$ cat config.mk
export PLATFORM = sky130hd
export DESIGN_NAME = ultrasonic_sensor_uart_frame_tx_flat
export DESIGN_NICKNAME = d
export VERILOG_FILES = /design/src/rtl/ultrasonic_sensor_uart_frame_tx_if.sv /design/src/rtl/ultrasonic_sensor_uart_frame_tx.sv /design/src/flat_wrapper.sv
export SDC_FILE = /design/constraint.sdc
export NUM_CORES = 1
export LEC_CHECK = 0
export ABC_AREA = 1
export BUFFER_PORTS_ARGS = -buffer_cell sky130_fd_sc_hd__buf_2
export CAP_MARGIN = 20
export CORE_MARGIN = 4
export CORE_UTILIZATION = 45
export CTS_BUF_LIST = sky130_fd_sc_hd__clkbuf_16
export DETAILED_ROUTE_END_ITERATION = 16
export MAX_ROUTING_LAYER = met4
export PLACE_DENSITY = 0.73
export SYNTH_ARGS = -nofsm -noshare
export SYNTH_HDL_FRONTEND = slang
export SYNTH_SLANG_ARGS = --single-unit
$ cat constraint.sdc
create_clock -name Clk_i -period 2.8 [get_ports Clk_i]
set_input_delay 0.28 -clock Clk_i [delete_from_list [all_inputs] [get_ports Clk_i]]
set_output_delay 0.28 -clock Clk_i [all_outputs]
set_load 0.005 [all_outputs]
$ cat src/rtl/ultrasonic_sensor_uart_frame_tx_if.sv
// Bundle between the ASCII converter and the UART frame transmitter.
//   Digits_i            packed ASCII digits, MS digit in the top byte
//   Digits_Available_i  one-cycle pulse marking Digits_i valid
//   Uart_Tx_o           serial line, idle high
//   Busy_o              frame in flight
//   Frame_Done_o        one-cycle pulse after the last stop bit
//   Dropped_o           one-cycle pulse when a sample arrived while busy
// master: the converter side; slave: the transmitter side.
interface ultrasonic_sensor_uart_frame_tx_if #(
    parameter int unsigned NUM_DIGITS = 3
);
    logic [8*NUM_DIGITS-1:0] Digits_i;
    logic                    Digits_Available_i;
    logic                    Uart_Tx_o;
    logic                    Busy_o;
    logic                    Frame_Done_o;
    logic                    Dropped_o;

    modport master (
        output Digits_i,
        output Digits_Available_i,
        input  Uart_Tx_o,
        input  Busy_o,
        input  Frame_Done_o,
        input  Dropped_o
    );

    modport slave (
        input  Digits_i,
        input  Digits_Available_i,
        output Uart_Tx_o,
        output Busy_o,
        output Frame_Done_o,
        output Dropped_o
    );
endinterface

$ cat src/rtl/ultrasonic_sensor_uart_frame_tx.sv
// UART 8N1 transmitter for HC-SR04 distance samples. Captures the packed ASCII
// digits on their availability pulse and sends "<digits> cm\r\n", with optional
// leading-zero blanking. Samples arriving while a frame is in flight are dropped
// and flagged.
// Ports:
//   Clk_i    system clock, rising edge
//   Reset_i  synchronous, active-high reset
//   bus      slave side of ultrasonic_sensor_uart_frame_tx_if (digits in,
//            serial line and status pulses out; all outputs registered)
module ultrasonic_sensor_uart_frame_tx #(
    parameter int unsigned CLK_FREQ_HZ    = 50_000_000,
    parameter int unsigned BAUD_RATE      = 9600,
    parameter int unsigned NUM_DIGITS     = 3,
    parameter int unsigned SUPPRESS_ZEROS = 1
) (
    input  logic Clk_i,
    input  logic Reset_i,
    ultrasonic_sensor_uart_frame_tx_if.slave bus
);

    localparam int unsigned CLKS_PER_BIT = CLK_FREQ_HZ / BAUD_RATE;
    localparam int unsigned FRAME_LEN    = NUM_DIGITS + 5;
    localparam int unsigned CntW         = $clog2(CLKS_PER_BIT);
    localparam int unsigned ByteW        = $clog2(FRAME_LEN);
    localparam int unsigned DigW         = 8 * NUM_DIGITS;

    localparam logic [CntW-1:0]  BaudLast = CntW'(CLKS_PER_BIT - 1);
    localparam logic [ByteW-1:0] ByteLast = ByteW'(FRAME_LEN - 1);

    typedef enum logic [1:0] {StIdle, StStart, StData, StStop} state_e;

    state_e           state_q, state_d;
    logic [CntW-1:0]  baud_q, baud_d;
    logic [2:0]       bit_q, bit_d;
    logic [ByteW-1:0] byte_q, byte_d;
    logic [DigW-1:0]  digits_q, digits_d;
    logic             tx_q, tx_d;
    logic             busy_q, busy_d;
    logic             done_q, done_d;
    logic             drop_q, drop_d;
    logic             baud_end;
    logic [7:0]       cur_byte;

    // Blank leading '0' digits from the MS end; the LS digit is always kept.
    function automatic logic [DigW-1:0] suppress(input logic [DigW-1:0] d);
        logic lead;
        suppress = d;
        lead     = 1'b1;
        if (SUPPRESS_ZEROS != 0) begin
            for (int k = NUM_DIGITS - 1; k >= 1; k--) begin
                if (lead && d[8*k +: 8] == 8'h30) begin
                    suppress[8*k +: 8] = 8'h20;
                end else begin
                    lead = 1'b0;
                end
            end
        end
    endfunction

    // Byte idx of the frame: digits MS first, then " cm\r\n".
    function automatic logic [7:0] frame_byte(input logic [ByteW-1:0] idx,
                                              input logic [DigW-1:0]  digs);
        int unsigned i;
        i = 32'(idx);
        if (i < NUM_DIGITS) begin
            frame_byte = digs[8*(NUM_DIGITS-1-i) +: 8];
        end else begin
            case (i - NUM_DIGITS)
                0:       frame_byte = 8'h20;
                1:       frame_byte = 8'h63;
                2:       frame_byte = 8'h6D;
                3:       frame_byte = 8'h0D;
                default: frame_byte = 8'h0A;
            endcase
        end
    endfunction

    // State and output registers.
    always_ff @(posedge Clk_i) begin
        if (Reset_i) begin
            state_q  <= StIdle;
            baud_q   <= '0;
            bit_q    <= '0;
            byte_q   <= '0;
            digits_q <= '0;
            tx_q     <= 1'b1;
            busy_q   <= 1'b0;
            done_q   <= 1'b0;
            drop_q   <= 1'b0;
        end else begin
            state_q  <= state_d;
            baud_q   <= baud_d;
            bit_q    <= bit_d;
            byte_q   <= byte_d;
            digits_q <= digits_d;
            tx_q     <= tx_d;
            busy_q   <= busy_d;
            done_q   <= done_d;
            drop_q   <= drop_d;
        end
    end

    assign baud_end = (baud_q == BaudLast);

    // Next-state logic.
    always_comb begin
        state_d  = state_q;
        baud_d   = baud_q;
        bit_d    = bit_q;
        byte_d   = byte_q;
        digits_d = digits_q;
        unique case (state_q)
            StIdle: begin
                if (bus.Digits_Available_i) begin
                    digits_d = suppress(bus.Digits_i);
                    byte_d   = '0;
                    baud_d   = '0;
                    state_d  = StStart;
                end
            end
            StStart: begin
                if (baud_end) begin
                    baud_d  = '0;
                    bit_d   = '0;
                    state_d = StData;
                end else begin
                    baud_d = baud_q + 1'b1;
                end
            end
            StData: begin
                if (baud_end) begin
                    baud_d = '0;
                    if (bit_q == 3'd7) begin
                        state_d = StStop;
                    end else begin
                        bit_d = bit_q + 1'b1;
                    end
                end else begin
                    baud_d = baud_q + 1'b1;
                end
            end
            StStop: begin
                if (baud_end) begin
                    baud_d = '0;
                    if (byte_q != ByteLast) begin
                        byte_d  = byte_q + 1'b1;
                        state_d = StStart;
                    end else begin
                        state_d = StIdle;
                    end
                end else begin
                    baud_d = baud_q + 1'b1;
                end
            end
            default: state_d = StIdle;
        endcase
    end

    // Outputs are derived from the next state so that, once registered, they
    // line up with the state they describe.
    always_comb begin
        tx_d     = 1'b1;
        cur_byte = frame_byte(byte_d, digits_d);
        unique case (state_d)
            StIdle:  tx_d = 1'b1;
            StStart: tx_d = 1'b0;
            StData:  tx_d = cur_byte[bit_d];
            StStop:  tx_d = 1'b1;
            default: tx_d = 1'b1;
        endcase
        busy_d = (state_d != StIdle);
        done_d = (state_q == StStop) && baud_end && (byte_q == ByteLast);
        drop_d = bus.Digits_Available_i && (state_q != StIdle);
    end

    assign bus.Uart_Tx_o    = tx_q;
    assign bus.Busy_o       = busy_q;
    assign bus.Frame_Done_o = done_q;
    assign bus.Dropped_o    = drop_q;

endmodule
$ cat src/flat_wrapper.sv
// flat-port wrapper written by rule: the top's interface ports become plain ports
module ultrasonic_sensor_uart_frame_tx_flat 
#(
    parameter int unsigned CLK_FREQ_HZ    = 50_000_000,
    parameter int unsigned BAUD_RATE      = 9600,
    parameter int unsigned NUM_DIGITS     = 3,
    parameter int unsigned SUPPRESS_ZEROS = 1
)
  (Clk_i, Reset_i, bus_Digits_i, bus_Digits_Available_i, bus_Uart_Tx_o, bus_Busy_o, bus_Frame_Done_o, bus_Dropped_o);
  ultrasonic_sensor_uart_frame_tx_if #(.NUM_DIGITS(NUM_DIGITS)) bus_i ();
  input  logic Clk_i;
  input  logic Reset_i;
  input wire logic [$bits(bus_i.Digits_i)-1:0] bus_Digits_i;
  input wire logic [$bits(bus_i.Digits_Available_i)-1:0] bus_Digits_Available_i;
  output wire logic [$bits(bus_i.Uart_Tx_o)-1:0] bus_Uart_Tx_o;
  output wire logic [$bits(bus_i.Busy_o)-1:0] bus_Busy_o;
  output wire logic [$bits(bus_i.Frame_Done_o)-1:0] bus_Frame_Done_o;
  output wire logic [$bits(bus_i.Dropped_o)-1:0] bus_Dropped_o;
  assign bus_i.Digits_i = bus_Digits_i;
  assign bus_i.Digits_Available_i = bus_Digits_Available_i;
  assign bus_Uart_Tx_o = bus_i.Uart_Tx_o;
  assign bus_Busy_o = bus_i.Busy_o;
  assign bus_Frame_Done_o = bus_i.Frame_Done_o;
  assign bus_Dropped_o = bus_i.Dropped_o;
  ultrasonic_sensor_uart_frame_tx #(.CLK_FREQ_HZ(CLK_FREQ_HZ), .BAUD_RATE(BAUD_RATE), .NUM_DIGITS(NUM_DIGITS), .SUPPRESS_ZEROS(SUPPRESS_ZEROS)) u_core (.Clk_i(Clk_i), .Reset_i(Reset_i), .bus(bus_i));
endmodule
## Word level (Yosys, flattened, before mapping)

Index checks and enable logic that the tools add are counted.

| storage, ports and cells | value |
|---|---|
| logic and storage cells | 74 |
| output and inout port bits | 4 |
| register bits after elaboration | 49 |
| input port bits | 27 |

| operators by class | value |
|---|---|
| $add $sub $neg | 5 |
| shift-type cells | 1 |
| mux-type cells | 30 |
| magnitude comparators | 2 |
| eq/ne operators | 16 |
| reduce and logical (&&, ||, !) cells | 11 |

Operators with widths:

| cell | count |
|---|---|
| $eq A32 B2 Y1 const B | 2 |
| $mux W24 | 2 |
| $shiftx A24 B33 Y8 | 1 |
| $eq A32 B1 Y1 const B | 1 |
| $logic_not A32 Y1 | 1 |
| $pmux W7 S4 | 1 |
| $mux W13 | 2 |
| $pmux W13 S2 | 1 |
| $mux W8 | 3 |
| $mux W3 | 6 |
| $eq A8 B6 Y1 const B | 2 |
| $add A13 B1 Y13 const B | 1 |
| $eq A13 B13 Y1 const B | 1 |
| $pmux W3 S2 | 2 |
| $mux W2 | 5 |
| $eq A2 B2 Y1 const B | 4 |
| $pmux W2 S4 | 1 |
| $add A3 B1 Y3 const B | 2 |
| $eq A3 B3 Y1 const B | 2 |
| $mux W1 | 5 |
| $eq A2 B1 Y1 const B | 2 |
| $logic_and A1 B1 Y1 | 4 |
| $logic_not A2 Y1 | 2 |
| $lt A3 B4 Y1 const B | 1 |
| other kinds (10) | 11 |

## Longest topological paths before layout

| depth | value |
|---|---|
| depth after elaboration | 13 |
| depth in mapped cells | 26 |
| gate-level depth less buffers | 25 |

## Least setup slack after synthesis

No wires, ideal clock.

| timing path | value |
|---|---|
| kind | register to register |
| start | register u_core.state_q[0] |
| end | register u_core.tx_q, in the netlist u_core.bus.Uart_Tx_o |
| buffers on the path | 1 |
| slack | -0.233 ns |
| required time | 2.742 ns |
| stages on the path, launching flop included | 23 |
| period minus slack after synthesis | 3.033 ns |
| arrival time | 2.975 ns |
| setup time | 0.058 ns |
| path through | dfxtp_1 inv_1 ha_1 nor2_1 nand2_1 nand2_1 nand2_1 ha_1 clkbuf_1 inv_1 mux2i_1 inv_1 nand2_1 nand3_1 nand3_1 nand3_1 a21oi_2 nand2_1 nand2_1 nand2_1 nand2_1 nand2_1 nand2_1 |

| between the ends | value |
|---|---|
| cells in the longest elaborated chain, start to end | 9 |
| elaborated cells between the ends (all ways) | 31 |
| classes of those cells | add/sub (2); order compare (1); eq/ne (9); shift (1); mux (14); reduce/logical (4) |

Ends and longest elaborated chain:

| what | line | source |
|---|---|---|
| start: declaration | ultrasonic_sensor_uart_frame_tx.sv:32 | `state_e state_q, state_d;` |
| start signal: assignment | ultrasonic_sensor_uart_frame_tx.sv:81 | `state_q <= StIdle;` |
| start signal: assignment | ultrasonic_sensor_uart_frame_tx.sv:91 | `state_q <= state_d;` |
| $eq A2 B2 Y1 or $logic_not A2 Y1 (tied branches) | ultrasonic_sensor_uart_frame_tx.sv:112 | `unique case (state_q)` |
| $pmux W3 S2 | ultrasonic_sensor_uart_frame_tx.sv:112 |  |
| $sub A3 B2 Y4 | ultrasonic_sensor_uart_frame_tx.sv:68 | `case (i - NUM_DIGITS)` |
| $eq A32 B2 Y1 (tied with other cells) | ultrasonic_sensor_uart_frame_tx.sv:68 |  |
| $pmux W7 S4 | ultrasonic_sensor_uart_frame_tx.sv:68 |  |
| $mux W8 | ultrasonic_sensor_uart_frame_tx.sv:65 | `if (i < NUM_DIGITS) begin` |
| $bmux W1 S3 | ultrasonic_sensor_uart_frame_tx.sv:167 | `StData: tx_d = cur_byte[bit_d];` |
| $mux W1 (implied by the code) | ultrasonic_sensor_uart_frame_tx.sv:167 |  |
| $pmux W1 S3 * | ultrasonic_sensor_uart_frame_tx.sv:164 | `unique case (state_d)` |
| end signal: assignment | ultrasonic_sensor_uart_frame_tx.sv:96 | `tx_q <= tx_d;` |
| end: declaration | ultrasonic_sensor_uart_frame_tx.sv:37 | `logic tx_q, tx_d;` |

Mark *: on every way between the ends. The rest lies on a longest branch, timed or not. The select of a mux whose other input is x is not followed.
A chain may end at the register's enable or synchronous reset.

## Worst setup path in the final report

| timing path | value |
|---|---|
| start | register u_core.baud_q[1] |
| end | register u_core.tx_q, in the netlist u_core.bus.Uart_Tx_o |

| between the ends | value |
|---|---|
| cells in the longest elaborated chain, start to end | 10 |
| elaborated cells between the ends (all ways) | 28 |
| classes of those cells | add/sub (2); order compare (1); eq/ne (7); shift (1); mux (14); reduce/logical (3) |

Ends and longest elaborated chain:

| what | line | source |
|---|---|---|
| start: declaration | ultrasonic_sensor_uart_frame_tx.sv:33 | `logic [CntW-1:0] baud_q, baud_d;` |
| start signal: assignment | ultrasonic_sensor_uart_frame_tx.sv:92 | `baud_q <= baud_d;` |
| $eq A13 B13 Y1 * | ultrasonic_sensor_uart_frame_tx.sv:103 | `assign baud_end = (baud_q == BaudLast);` |
| $mux W3 * | ultrasonic_sensor_uart_frame_tx.sv:143 | `if (baud_end) begin` |
| $pmux W3 S2 * | ultrasonic_sensor_uart_frame_tx.sv:112 |  |
| net u_core.byte_d[1] | ultrasonic_sensor_uart_frame_tx.sv:35 | `logic [ByteW-1:0] byte_q, byte_d;` |
| $sub A3 B2 Y4 | ultrasonic_sensor_uart_frame_tx.sv:68 |  |
| $eq A32 B2 Y1 (tied with other cells) | ultrasonic_sensor_uart_frame_tx.sv:68 |  |
| $pmux W7 S4 | ultrasonic_sensor_uart_frame_tx.sv:68 |  |
| $mux W8 * | ultrasonic_sensor_uart_frame_tx.sv:65 |  |
| $bmux W1 S3 * | ultrasonic_sensor_uart_frame_tx.sv:167 |  |
| $mux W1 (implied by the code) * | ultrasonic_sensor_uart_frame_tx.sv:167 |  |
| $pmux W1 S3 * | ultrasonic_sensor_uart_frame_tx.sv:164 |  |

The timed path passes the listed nets; every way through them passes the cells marked *. The select of a mux whose other input is x is not followed.

==> results.yml <==
yosys:
  yosysTopAreaCellShare_pct: 32.75
  synth_top_family_by_area: "simple AND/OR/NAND/NOR gates"
  yosys.area_share.xor_xnor_pct: 2.047
  synth-seq-area-share_pct: 32.75
  yosys.area_share.adder_pct: 7.101
  synth_area_um2: 2995
  syn_inst: 435
  synth_largest_area_cell: "dfxtp_1"
  ys_warn_count: 0
  synth_compound_area_share_pct: 8.438
  synth_mux_area_share_pct: 4.344
  synth_cell_types: 40
  synth_nets: 479
  yosys.area_share.simple_pct: 35.17
  ys_seq_elements: 49
  yosys-top-cells-area: "dfxtp_1 33%, nand2_1 12%, nor2_1 8.5%"
  syn_avg_cell_area_um2: 6.886
clocking:
  numCtsBuffers: 5
  tritoncts: "built"
  clock_latency_ps: 290
  clock_path_buffers: 2
  cts.sinks: 49
  cts.clk_slew.worst_paths_ps: 70
  hold_buffers: 0
  h-tree-depth: 2
  cts_root_buf: "clkbuf_16"
drt:
  wl_per_cell_um: 12.27
  firstDrtPassIters: 5
  vias_per_cell: 5.113
  initialDrtViolationCount: 106
  drt_wl_total_mm: 6.835
  drc: 0
  ant_nets: 0
  vias: 2848
global_routing:
  grt_pass1_wl_mm: 11.59
  grt_antenna_before_repair: 0
  overflow: 0
  grt_start_max_net_pins: 39
  grt_pass1_vias: 2656
  grtUsageTotal_pct: 18.69
die:
  design.die.area_um2: 8025
  die_height_um: 89.59
  io-pin-count: 31
  die_x_um: 89.59
  core-area_um2: 6422
  start_util_pct: 46.64
  fp-row-count: 29
worst_setup_path:
  reg2regPathDepth: 24
  reg2reg_to: "u_core.bus.Uart_Tx_o$_SDFF_PP1_"
  worstPathRequired_ps: 3030
  max_stage_delay_ps: 330
  cp_cell_sequence: "ha_2 -> nand2_1 -> inv_2 -> nand2_1 -> nor2_2 -> nand4_1 -> nand2_1 -> nand2_2 -> nand2_4 -> inv_1 -> ha_1 -> inv_2 -> ha_4 -> inv_1 -> nand3_1 -> a21oi_2 -> nand3_2 -> a21oi_2 -> nand2_1 -> nand2_1 -> nand2_1 -> nand2_1 -> nand2_1 -> nand2_1"
  cp-start-kind: "flip-flop"
  reg2reg_slack_ps: 160
  cp.arrival_ps: 2870
  r2r-start: "u_core.baud_q[1]$_SDFFE_PP0P_"
  cp_max_fo: 7
  criticalPathCategory: "flip-flop to flip-flop"
  worstSetupEndpointType: "flip-flop"
  crit_top_cell: "nand2_1"
  worst_path_max_delay_cell: "dfxtp_2"
hold_path:
  min_from: "bus_Digits_i[5]"
  worstHoldPathCells: 3
  hold_path_end: "u_core.digits_q[5]$_SDFF_PP0_"
  hold_class: "primary input to flip-flop"
timing:
  max_freq_mhz: 378.5
  finalClockSkew_ps: 7.856
  tightest_slew_ps: 698.3
  drv_slew: 0
  fin_crit_ps: 2642
  hold_viol_final: 0
  finalSetupViolCount: 0
  period_share_pct: 94.36
  slew_headroom_pct: 53.44
power:
  ir_drop_uv: 317.1
  powerDensity_nw_per_um2: 439.3
  leakage_nw: 1.729
cells_and_area:
  fin_cells: 557
  area_growth_syn_to_layout_pct: 18.21
  nFillCells: 582
  final_nets: 523
  post_route_cells_drive_above_1_share_pct: 21.46
  antenna_cells: 0
  multiInputGateArea_um2: 1792
  ff_latch_area_um2: 987.2
  post-route-util_pct: 55.13
job:
  maxCapViolations: 0
status:
  status: "finished clean"
placed_design:
  place_hpwl_mm: 5.122
  dpl.cell_count: 545
  gp_congestion: 0.9361
  io_buffers: 30
metrics by stage:
step,hold WS (ps),cell area (µm²),worst slack (ps),total power [mW],setup TNS (ps)
finish,255.3,3541,157.8,1.556,0
detailed placement,474.6,3306,10.78,0.9849,0
floorplan,395.4,3019,35.97,0.9169,0
global placement,461.7,3306,106.7,0.9812,0
CTS,255.3,3462,22.06,1.563,0
global route,287.9,3541,-31.57,1.637,-31.57
critical path, delay by kind of cell, from the launching register on:
| kind | cells | cell delay, ps |
|---|---|---|
| AND/OR/NAND/NOR | 15 | 1140 |
| adder cells (fa/ha/maj) | 3 | 600 |
| flip-flops | 1 | 330 |
| buffers and inverters | 4 | 250 |
| AO/OA/AOI/OAI | 2 | 250 |
worst max path at each step:
stage,start,to,slack [ps],cells past startpoint
3_5_place_dp,u_core.baud_q[0]$_SDFFE_PP0P_,u_core.bus.Uart_Tx_o$_SDFF_PP1_,10,23
2_1_floorplan,u_core.state_q[0]$_SDFF_PP0_,u_core.bus.Uart_Tx_o$_SDFF_PP1_,40,23
3_3_place_gp,u_core.baud_q[0]$_SDFFE_PP0P_,u_core.bus.Uart_Tx_o$_SDFF_PP1_,110,19
5_1_grt,u_core.baud_q[1]$_SDFFE_PP0P_,u_core.bus.Uart_Tx_o$_SDFF_PP1_,-30,24
6_report,u_core.baud_q[1]$_SDFFE_PP0P_,u_core.bus.Uart_Tx_o$_SDFF_PP1_,160,24
4_1_cts,u_core.baud_q[0]$_SDFFE_PP0P_,u_core.bus.Uart_Tx_o$_SDFF_PP1_,20,21
kinds of logic (layout without fill, tap and decap cells):
family | count (synthesis) | in the layout
DFF | 49 | 49
muxes | 13 | 13
buffers and inverters | 77 | 122
AOI/OAI and AO/OA | 41 | 41
xor gates and xnor gates | 7 | 7
and+or+nand+nor | 231 | 231
adders and majority gates | 17 | 17
cells in the final DEF (no fill, tap or decap), types with 2 or more instances in the layout:
master / instances
a211oi_1: 2
a21oi_1: 6
a21oi_2: 2
buf_2: 30
buf_4: 16
clkbuf_16: 5
dfxtp_1: 44
dfxtp_2: 5
ha_1: 12
ha_2: 2
ha_4: 3
inv_1: 59
inv_2: 11
mux2i_1: 13
nand2_1: 86
nand2_2: 7
nand2_4: 5
nand3_1: 37
nand3_2: 2
nand3_4: 2
nand3b_1: 2
nand4_1: 5
nor2_1: 66
nor2_2: 3
nor2_4: 3
nor3_1: 4
nor3b_1: 2
nor4_1: 3
o211ai_1: 2
o21a_1: 2
o21ai_0: 16
o21ai_1: 2
o22ai_1: 2
or2_2: 4
xnor2_1: 2
xor2_1: 5
flip-flops by register name, indices dropped and copies added (netlist names):
| signal | cells |
|---|---|
| u_core.bit_q | 3 |
| u_core.state_q | 2 |
| u_core.bus.Frame_Done_o | 1 |
| u_core.byte_q | 3 |
| u_core.baud_q | 13 |
| u_core.bus.Busy_o | 1 |
| u_core.digits_q | 24 |
| u_core.bus.Uart_Tx_o | 1 |
| u_core.bus.Dropped_o | 1 |
report_power, final:
| group | switching [mW] | internal (mW) | total (mW) |
|---|---|---|---|
| clock | 0.254 | 0.325 | 0.578 |
| sequential | 0.0105 | 0.731 | 0.742 |
| combinational | 0.139 | 0.0964 | 0.235 |
layer usage:
metal  routed length, µm  GRT usage [%]  vias to the layer above
li1                    -              -                     1473
met1                3120          23.25                     1294
met2                3340          30.78                       73
met4                  82          5.683                        0
met5                   0              -                        -
met3                 292          3.376                        8
cells in the mapped netlist:
cell,instances
buf_8,1
o211ai_1,2
xnor2_1,2
dfxtp_1,49
a221oi_1,1
nor2_4,2
nor2_2,2
o21ai_0,16
a31oi_1,1
nor2_1,68
o22ai_1,2
a211oi_1,2
o21ai_1,2
nor4_1,3
inv_2,6
a21oi_1,7
nand3_4,2
o2111ai_1,1
ha_1,17
mux2i_1,13
nand2_1,92
inv_1,62
o31ai_1,1
nand3_1,38
nor3b_1,2
nor3_1,4
nand2_2,2
o21a_1,2
nand2_4,4
nand4_1,5
a31o_2,1
a31oi_2,1
or2_2,4
nand3b_1,2
buf_2,3
xor2_1,5
a21oi_2,1
clkbuf_1,5
nand3_2,1
o221ai_1,1
repair_timing:
action                                  CTS  global route
endpoints found under the setup margin    1             1
pin swaps                                 0             4
resized for setup                         3            20
buffers inserted                          0             4
cell type report:
class	count	area share, %
Clock buffer	5	3.534
Multi-Input combinational cell	309	50.60
Clock inverter	3	0.4240
Timing Repair Buffer	46	7.632
Tap cell	77	2.721
Inverter	68	7.208
Sequential cell	49	27.88
No activity file was read; power rests on OpenSTA's default activity.
